`src/rtl/score_pkg.sv`:
```
// score_pkg
//  Shared types and constants for the score/lives text RAM feeder.
//  state_t      : sequencer states of score_tracker
//  ASCII_ZERO   : offset turning a decimal digit into its ASCII character
//  LABEL_ROM    : the static "Score:" and "Lives:" labels as {addr, data} pairs,
//                 each terminated by a 00h byte
package score_pkg;

    typedef enum logic [2:0] {
        LABELS,
        IDLE,
        CONVERT,
        WR_H,
        WR_T,
        WR_O,
        WR_L
    } state_t;

    localparam logic [7:0] ASCII_ZERO  = 8'h30;
    localparam int         LABEL_COUNT = 14;

    localparam logic [15:0] LABEL_ROM [LABEL_COUNT] = '{
        16'h0053, 16'h0163, 16'h026F, 16'h0372, 16'h0465, 16'h053A, 16'h0600,
        16'h194C, 16'h1A69, 16'h1B76, 16'h1C65, 16'h1D73, 16'h1E3A, 16'h1F00
    };

endpackage

```
`src/rtl/bin2bcd_seq.sv`:
```
// bin2bcd_seq
//  Sequential double-dabble converter: one shift per clock, ten shifts for a
//  10-bit input, done pulses for one cycle alongside the final shift.
//  A start while busy reloads the operand and restarts from scratch.
//  Ports:
//   clk, reset          clock and synchronous active-high reset
//   start               load bin and begin a conversion
//   bin[9:0]            binary operand (0..999 expected)
//   busy                conversion in progress
//   done                one-cycle pulse, digits valid from this cycle on
//   hundreds/tens/ones  BCD result, held until the next start
module bin2bcd_seq (
    input  logic       clk,
    input  logic       reset,
    input  logic       start,
    input  logic [9:0] bin,
    output logic       busy,
    output logic       done,
    output logic [3:0] hundreds,
    output logic [3:0] tens,
    output logic [3:0] ones
);

    logic [21:0] work_q, work_d, work_adj;
    logic [3:0]  count_q, count_d;
    logic        busy_q, busy_d;
    logic        done_q, done_d;

    function automatic logic [3:0] add3(input logic [3:0] digit);
        return (digit >= 4'd5) ? digit + 4'd3 : digit;
    endfunction

    // work holds {hundreds, tens, ones, remaining binary}; the whole word
    // shifts left so the MSB of the binary part walks into the ones digit.
    always_comb begin
        work_adj = {add3(work_q[21:18]), add3(work_q[17:14]), add3(work_q[13:10]), work_q[9:0]};
        work_d   = work_q;
        count_d  = count_q;
        busy_d   = busy_q;
        done_d   = 1'b0;
        if (start) begin
            work_d  = {12'd0, bin};
            count_d = 4'd0;
            busy_d  = 1'b1;
        end else if (busy_q) begin
            work_d  = work_adj << 1;
            count_d = count_q + 4'd1;
            if (count_q == 4'd9) begin
                busy_d = 1'b0;
                done_d = 1'b1;
            end
        end
    end

    always_ff @(posedge clk) begin
        if (reset) begin
            work_q  <= '0;
            count_q <= '0;
            busy_q  <= 1'b0;
            done_q  <= 1'b0;
        end else begin
            work_q  <= work_d;
            count_q <= count_d;
            busy_q  <= busy_d;
            done_q  <= done_d;
        end
    end

    assign busy     = busy_q;
    assign done     = done_q;
    assign hundreds = work_q[21:18];
    assign tens     = work_q[17:14];
    assign ones     = work_q[13:10];

endmodule

```
`src/rtl/score_tracker.sv`:
```
// score_tracker
//  Accumulates game events into a saturating score and a lives counter,
//  derives game_over, and keeps the on-screen text RAM up to date: labels
//  after reset/new game, then three score digits and one lives digit after
//  every counter change.
//  Ports:
//   Clk, Reset          clock and synchronous active-high reset
//   new_game            restart pulse, same effect as Reset
//   pellet/power/ghost  scoring event pulses (summed when coincident)
//   pacman_caught       lose-a-life pulse
//   score, lives        current counters
//   game_over           high while lives is zero
//   busy                sequencer is not idle
//   ram_we/addr/data    text RAM write port, one byte per strobe
module score_tracker
    import score_pkg::*;
#(
    parameter int START_LIVES = 3,
    parameter int PELLET_PTS  = 1,
    parameter int POWER_PTS   = 5,
    parameter int GHOST_PTS   = 20,
    parameter int SCORE_MAX   = 999,
    parameter int ADDR_SCORE  = 7,
    parameter int ADDR_LIVES  = 32
) (
    input  logic       Clk,
    input  logic       Reset,
    input  logic       new_game,
    input  logic       pellet_eaten,
    input  logic       power_eaten,
    input  logic       ghost_eaten,
    input  logic       pacman_caught,
    output logic [9:0] score,
    output logic [7:0] lives,
    output logic       game_over,
    output logic       busy,
    output logic       ram_we,
    output logic [7:0] ram_addr,
    output logic [7:0] ram_data
);

    state_t      state_q, state_d;
    logic [3:0]  label_idx_q, label_idx_d;
    logic [9:0]  score_q, score_d;
    logic [7:0]  lives_q, lives_d;
    logic [7:0]  lives_snap_q, lives_snap_d;
    logic        game_over_q, game_over_d;
    logic        dirty_q, dirty_d;
    logic        ram_we_q, ram_we_d;
    logic [7:0]  ram_addr_q, ram_addr_d;
    logic [7:0]  ram_data_q, ram_data_d;

    logic        restart;
    logic [10:0] event_pts;
    logic [10:0] score_sum;
    logic [15:0] label_entry;
    logic        bcd_start, bcd_busy, bcd_done;
    logic [3:0]  bcd_hundreds, bcd_tens, bcd_ones;

    assign restart     = Reset | new_game;
    assign label_entry = LABEL_ROM[label_idx_q];

    bin2bcd_seq u_bin2bcd (
        .clk      (Clk),
        .reset    (restart),
        .start    (bcd_start),
        .bin      (score_q),
        .busy     (bcd_busy),
        .done     (bcd_done),
        .hundreds (bcd_hundreds),
        .tens     (bcd_tens),
        .ones     (bcd_ones)
    );

    // Counter update. The sum is formed one bit wider than the score so the
    // saturation compare sees true overflow past SCORE_MAX.
    always_comb begin
        event_pts = (pellet_eaten ? 11'(PELLET_PTS) : 11'd0)
                  + (power_eaten  ? 11'(POWER_PTS)  : 11'd0)
                  + (ghost_eaten  ? 11'(GHOST_PTS)  : 11'd0);
        score_sum = {1'b0, score_q} + event_pts;
        score_d   = score_q;
        lives_d   = lives_q;
        if (!game_over_q) begin
            if (score_sum > 11'(SCORE_MAX)) begin
                score_d = 10'(SCORE_MAX);
            end else begin
                score_d = score_sum[9:0];
            end
            if (pacman_caught && (lives_q != 8'd0)) begin
                lives_d = lives_q - 8'd1;
            end
        end
        game_over_d = (lives_d == 8'd0);
    end

    // Sequencer. RAM port values are registered, so each write state's byte
    // appears on the port one cycle after the state. Dirty is cleared when a
    // snapshot is taken but re-set by any change in the same cycle, so a late
    // event always triggers another full rewrite.
    always_comb begin
        state_d      = state_q;
        label_idx_d  = label_idx_q;
        lives_snap_d = lives_snap_q;
        dirty_d      = dirty_q;
        ram_we_d     = 1'b0;
        ram_addr_d   = ram_addr_q;
        ram_data_d   = ram_data_q;
        bcd_start    = 1'b0;
        case (state_q)
            LABELS: begin
                ram_we_d    = 1'b1;
                ram_addr_d  = label_entry[15:8];
                ram_data_d  = label_entry[7:0];
                label_idx_d = label_idx_q + 4'd1;
                if (label_idx_q == 4'(LABEL_COUNT - 1)) begin
                    state_d = IDLE;
                end
            end
            IDLE: begin
                if (dirty_q) begin
                    bcd_start    = 1'b1;
                    lives_snap_d = lives_q;
                    dirty_d      = 1'b0;
                    state_d      = CONVERT;
                end
            end
            CONVERT: begin
                if (bcd_done) begin
                    state_d = WR_H;
                end else if (!bcd_busy) begin
                    bcd_start = 1'b1;
                end
            end
            WR_H: begin
                ram_we_d   = 1'b1;
                ram_addr_d = 8'(ADDR_SCORE);
                ram_data_d = ASCII_ZERO + {4'd0, bcd_hundreds};
                state_d    = WR_T;
            end
            WR_T: begin
                ram_we_d   = 1'b1;
                ram_addr_d = 8'(ADDR_SCORE + 1);
                ram_data_d = ASCII_ZERO + {4'd0, bcd_tens};
                state_d    = WR_O;
            end
            WR_O: begin
                ram_we_d   = 1'b1;
                ram_addr_d = 8'(ADDR_SCORE + 2);
                ram_data_d = ASCII_ZERO + {4'd0, bcd_ones};
                state_d    = WR_L;
            end
            WR_L: begin
                ram_we_d   = 1'b1;
                ram_addr_d = 8'(ADDR_LIVES);
                ram_data_d = ASCII_ZERO + lives_snap_q;
                state_d    = IDLE;
            end
            default: begin
                state_d = IDLE;
            end
        endcase
        if ((score_d != score_q) || (lives_d != lives_q)) begin
            dirty_d = 1'b1;
        end
    end

    // new_game is folded into the reset so it aborts any sequence in flight.
    always_ff @(posedge Clk) begin
        if (restart) begin
            state_q      <= LABELS;
            label_idx_q  <= 4'd0;
            score_q      <= 10'd0;
            lives_q      <= 8'(START_LIVES);
            lives_snap_q <= 8'd0;
            game_over_q  <= 1'b0;
            dirty_q      <= 1'b1;
            ram_we_q     <= 1'b0;
            ram_addr_q   <= 8'd0;
            ram_data_q   <= 8'd0;
        end else begin
            state_q      <= state_d;
            label_idx_q  <= label_idx_d;
            score_q      <= score_d;
            lives_q      <= lives_d;
            lives_snap_q <= lives_snap_d;
            game_over_q  <= game_over_d;
            dirty_q      <= dirty_d;
            ram_we_q     <= ram_we_d;
            ram_addr_q   <= ram_addr_d;
            ram_data_q   <= ram_data_d;
        end
    end

    assign score     = score_q;
    assign lives     = lives_q;
    assign game_over = game_over_q;
    assign busy      = (state_q != IDLE);
    assign ram_we    = ram_we_q;
    assign ram_addr  = ram_addr_q;
    assign ram_data  = ram_data_q;

endmodule
```
`config.mk`:
```
export PLATFORM = sky130hd
export DESIGN_NAME = score_tracker
export DESIGN_NICKNAME = d
export VERILOG_FILES = /design/src/rtl/score_pkg.sv /design/src/rtl/bin2bcd_seq.sv /design/src/rtl/score_tracker.sv
export SDC_FILE = /design/constraint.sdc
export NUM_CORES = 1
export LEC_CHECK = 0
export BUFFER_PORTS_ARGS = -buffer_cell sky130_fd_sc_hd__buf_2
export CAP_MARGIN = 10
export CORE_UTILIZATION = 62
export CTS_BUF_LIST = sky130_fd_sc_hd__clkbuf_2
export DETAILED_ROUTE_END_ITERATION = 6
export PLACE_DENSITY = 0.85
export SLEW_MARGIN = 25
export SYNTH_ARGS = -nofsm -noshare
export SYNTH_HDL_FRONTEND = slang
export SYNTH_HIERARCHICAL = 1
export SYNTH_SLANG_ARGS = --single-unit
```
`constraint.sdc`:
```
create_clock -name Clk -period 3.77 [get_ports Clk]
set_input_delay 0.1885 -clock Clk [delete_from_list [all_inputs] [get_ports Clk]]
set_output_delay 0.1885 -clock Clk [all_outputs]
set_load 0.03 [all_outputs]
```
# Word-level counts from Yosys, hierarchy flattened
# Memory sizes are Yosys's and may differ from the RTL's.
# Cells that the tools add are included.
word_totals:
  regBits: 80
  latch_bits: 0
  ram_bits: 0
  rom_bits: 256
  in_bits: 7
  mem_count: 1
op_classes:
  add_sub_neg: 13
  multipliers: 0
  div: 0
  n_lt_le_gt_ge: 5
  eq_ne: 14
  shift: 0
  muxes: 29
  bitwise_logic: 3
  n_reduce_logical: 13
mem_list:
  columns: ["name", "depth", "width", "read_ports", "rd_clocked_by_memory_dff", "wr", "line", "text"]
  rows:
  - ["(no name shown)", 16, 16, 1, 0, 0, "score_tracker.sv:61", "assign label_entry = LABEL_ROM[label_idx_q];"]
op_table:
  columns: ["operator", "count"]
  rows:
  - ["one-hot mux 8 bit (5 select lines)", 2]
  - ["2-to-1 mux 10 bit", 4]
  - ["2-to-1 mux 16 bit", 2]
  - ["adder 6 x 4 -> 7 bit (first input constant)", 3]
  - ["one-hot mux 3 bit (6 select lines)", 1]
  - ["2-to-1 mux 8 bit", 2]
  - ["2-to-1 mux 3 bit", 5]
  - [">= comparator 4 x 3 -> 1 bit (second input constant)", 3]
  - ["adder 10 x 6 -> 11 bit", 1]
  - ["> comparator 11 x 10 -> 1 bit (second input constant)", 1]
  - ["!= test 10 bit", 1]
  - ["equality test 3 bit (second input constant)", 3]
  - ["2-to-1 mux 1 bit", 9]
  - ["adder 4 x 1 -> 4 bit (second input constant)", 2]
  - ["adder 4 x 2 -> 4 bit (second input constant)", 2]
  - ["adder 6 x 8 -> 8 bit (first input constant)", 1]
  - ["equality test 4 bit (second input constant)", 2]
  - ["zero test 8 bit", 1]
  - ["2-to-1 mux 4 bit", 2]
  - ["!= test 8 bit", 1]
  - ["nonzero test 8 bit", 1]
  - ["subtractor 8 x 1 -> 8 bit (second input constant)", 1]
  - ["adder 4 x 5 -> 6 bit", 1]
  - ["equality test 3 x 2 -> 1 bit (second input constant)", 2]
  - ["22 further kinds", 24]

# Logic depth before layout (Yosys ltp)
logic_depth:
  ltp_word: 10
  depth_mapped: 12
  depth_no_buf: 9

# Modules after synthesis
# The synthesis kept the hierarchy.
by_module_without_submodules:
  columns: ["module", "instances", "cells_per_inst", "area_per_inst_um2"]
  rows:
  - ["score_tracker", 1, 401, 3101.7]
  - ["bin2bcd_seq", 1, 168, 1519.0]

# Least setup slack after synthesis
# Ideal clock, no wire load.
synth_timing:
  path_kind: "reg2reg"
  start: "reg score_q[2] (netlist: score[2])"
  end: "reg dirty_q"
  setup_time_ns: 0.129
  arrival_ns: 2.721
  required_time_ns: 3.641
  slack_ns: 0.921
  stages_incl_launch_ff: 9
  period_less_slack_ns: 2.849
  path_cell_list: "dfxtp_1 fa_1 ha_1 a21o_1 a221oi_1 a2111o_1 o41ai_4 a2111oi_1 o211ai_2"
synth_via:
  elab_chain_cells: 7
synth_rtl:
  columns: ["element", "line", "text"]
  rows:
  - ["start: declaration", "score_tracker.sv:44", "logic [9:0] score_q, score_d;"]
  - ["start signal: assignment", "score_tracker.sv:184", "score_q <= score_d;"]
  - ["adder 10 x 6 -> 11 bit", "score_tracker.sv:81", "score_sum = {1'b0, score_q} + event_pts;"]
  - ["> comparator 11 x 10 -> 1 bit", "score_tracker.sv:85", "if (score_sum > 11'(SCORE_MAX)) begin"]
  - ["2-to-1 mux 10 bit", "score_tracker.sv:85", null]
  - ["2-to-1 mux 10 bit", "score_tracker.sv:84", "if (!game_over_q) begin"]
  - ["!= test 10 bit *", "score_tracker.sv:163", "if ((score_d != score_q) || (lives_d != lives_q)) begin"]
  - ["logical OR 1 bit *", "score_tracker.sv:163", null]
  - ["OR reduction 2 bit (no source line) *", null, null]
  - ["end signal: assignment", "score_tracker.sv:188", "dirty_q <= dirty_d;"]
  - ["end: declaration", "score_tracker.sv:48", "logic dirty_q, dirty_d;"]
# Mark *: on every way between the ends. The rest lies on a longest branch, timed or not.
# A chain may end at the register's enable or synchronous reset.

# Worst setup path in the final report
layout_timing:
  start: "reg score_q[0] (netlist: score[0])"
  end: "reg dirty_q"
# The elaborated chain is that of the path after synthesis.

==> qor.txt <==
warning count from the yosys run: 6
worst r2r src: score[0]$_SDFF_PP0_
commonest cells after routing, fill and taps aside: dfxtp_1 (78), nor2_1 (72), nand2_1 (61), a21oi_1 (48), buf_2 (41)
die height: 88.33 µm
Max Fclk: 0.3351 GHz
vias in the first global route: 3779
CP max stage delay: 520 ps
Leak Pwr: 1.894 nW
maxcap violations: 0
pre-CTS WS: 803.7 ps
Synth Area per Inst: 8.121 µm²
fin. max-slew vios: 0
Clock Path Buffers: 2
uppermost routed layer: met4
R2R Setup Slk: 790 ps
Iteration-0 DRC Markers: 240
register area share after synthesis: 33.79%
commonest non-fill, non-tap cell in the layout: dfxtp_1
HP Start: pacman_caught
Core Area: 7214 µm²
Distinct cells, synth: 64
Site Rows: 31
unrepaired setup endpoints after global routing: false
clk_lat worst skew: 550 ps
FF-to-FF End: dirty_q$_SDFFE_PP1P_
Post-Route M1 WL: 4.730 mm
post-route ant nets: 0
Die Span X: 88.33 µm
Required @ worst endpoint: 4220 ps
setup ws final: 785.9 ps
Pre-Repair DR Iteration Count: 5
number of antenna diodes: 0
Critical Path Fanout Max: 7
clk slew on worst S/H paths: 260 ps
Startpoint Class: flip-flop
Initial Util: 64.05%
total CTS buffers: 9
DP Wirelength: 7.314 mm
layout cells sized above 1: 13.93%
layout net count: 624
via/cell ratio: 5.899
skew final: 33.76 ps
WL per Instance: 14.96 µm
Overflow after GRT: 0
Layout Area Growth over Synthesis: 6.580%
Power Dens Cells: 296.3 nW/µm²
final setup fails: 0
Post-synth top flop: dfxtp_1
number of fill cells: 643
met2 WL: 4.959 mm
Post-CTS Resized: 0
Hold Fails Final Rpt: 0
# DRC: 0
wirelength, routed: 10.39 mm
vias: 4100
Tcrit/Tclk final: 79.15%
Top-Level Pins: 44
outcome: finished clean
met3 wire len: 563 µm
Worst Reg2Reg Path Length in Cells: 9
Fin Setup TNS: 0 ps
Hold Path End: lives[0]$_SDFF_PP1_
TritonCTS Sinks: 78
CP delay by family, top: compound AO/OA/AOI/OAI gates
IO buf count: 41
CP max stage cell: a221oi_1
cells along the critical path: fa_1, ha_1, ha_1, a21o_1, a221oi_1, a2111o_1, o41ai_4, a2111oi_1, o211ai_2
hold_buf cts: 2
GP Congestion: 0.9089
first-pass GRT wire length: 17.17 mm
Post-Syn Area: 4621 µm²
worst endpoint data arrival time: 3430 ps
Hold Crit Depth: 5
Worst slew margin: 40.58%
Tot GR Track Use: 27.73%
critical path class: flip-flop to flip-flop
Synth Instances: 569
Setup Buffers After CTS: 0
fin crit period: 2984 ps
most frequent cell on the critical path: ha_1
element type at the critical path end: flip-flop
post-synthesis async set-or-reset flop share: 0%
htree depth: 3
CP Buf/Inv Count: 0
Worst Hold Class: primary input to flip-flop
Post-synth EDFFs: 0
largest net degree at the start of global routing: 51
Worst Max-Slew Pin Slew: 890.0 ps
Root Driver: clkbuf_2
worst hold slack: 103.3 ps
initial antenna violation count: 0
Die ar.: 7802 µm²
Yosys reg bits: 78
TritonCTS clock tree: done
Worst VDD drop: 0.0001801 V
## report_power, final
group | switching (mW) | leakage (nW) | internal [mW]
registers | 0.0178 | 0.631 | 0.838
logic | 0.0990 | 1.20 | 0.0604
clock network | 0.342 | 0.0654 | 0.102
total | 0.458 | 1.89 | 1.00
## layout make-up
type                       instances  area [µm²]  area share (%)
clock buffer                       9       45.04          0.9146
multi-input combinational        423        2756           55.97
tap                               99       123.9           2.515
sequential                        78        1562           31.71
clock inverter                     7       62.56           1.270
timing repair buffer              47       255.2           5.183
inverter                          32       120.1           2.439
## routing by layer
layer / global-route usage (%) / vias up
li1: - / 2040
met1: 36.35 / 1926
met3: 7.369 / 16
met4: 8.651 / 0
met2: 44.69 / 118
met5: 0 / -
## worst reg2reg max path: stages (launching register included)
cell and delay (ps):
dfxtp_1 430, fa_1 380, ha_1 230, ha_1 270, a21o_1 170, a221oi_1 520, a2111o_1 200, o41ai_4 130
a2111oi_1 460, o211ai_2 100
## state kept, by name (all words and copies together), names as in the netlist
signal             flops
u_bin2bcd/work_q      22
score                 10
lives                  8
lives_snap_q           8
ram_data               8
ram_addr               6
label_idx_q            4
u_bin2bcd/count_q      4
state_q                3
dirty_q                1
game_over              1
ram_we                 1
u_bin2bcd/busy         1
u_bin2bcd/done         1
## through the flow
stage,total power [mW],std cells,cell area [µm²],util [%]
6_report,1.459,695,4925,68.26
5_1_grt,1.519,695,4925,68.26
4_1_cts,1.466,695,4925,68.26
3_5_place_dp,1.028,677,4797,66.49
3_3_place_gp,1.023,677,4797,66.49
2_1_floorplan,0.9929,570,4624,-
## worst max-delay path by stage
stage | startpoint | to | cells past startpoint
finish | score[0]$_SDFF_PP0_ | dirty_q$_SDFFE_PP1P_ | 9
global placement | score[0]$_SDFF_PP0_ | dirty_q$_SDFFE_PP1P_ | 9
CTS | score[0]$_SDFF_PP0_ | dirty_q$_SDFFE_PP1P_ | 9
floorplan | score[2]$_SDFF_PP0_ | dirty_q$_SDFFE_PP1P_ | 8
global route | score[0]$_SDFF_PP0_ | dirty_q$_SDFFE_PP1P_ | 9
detailed placement | score[0]$_SDFF_PP0_ | dirty_q$_SDFFE_PP1P_ | 9
## cells by family after synthesis
kind of cell	Yosys count	synth area share, %
AOI/OAI and AO/OA	145	21.66
xor gates and xnor gates	23	4.360
adders and majority gates	26	7.365
buffers and inverters	69	6.634
DFF	78	33.79
muxes	25	5.686
other	1	0.08116
and+or+nand+nor	202	20.42
## synth_stat cells (9+ instances only)
cell type   n  share of area (%)
a21oi_1    48                5.2
a31oi_1     9                1.2
clkbuf_1   21                1.7
dfxtp_1    78                 34
ha_1       24                6.5
inv_1      32                2.6
mux2_2     10                2.4
mux2i_1    15                3.2
nand2_1    61                5.0
nand3_1    14                1.5
nor2_1     72                5.8
nor2b_1    11                1.5
o21ai_0    27                2.9
xnor2_1    11                2.1
xor2_1     12                2.3
Power figures use the tool's default switching activity.
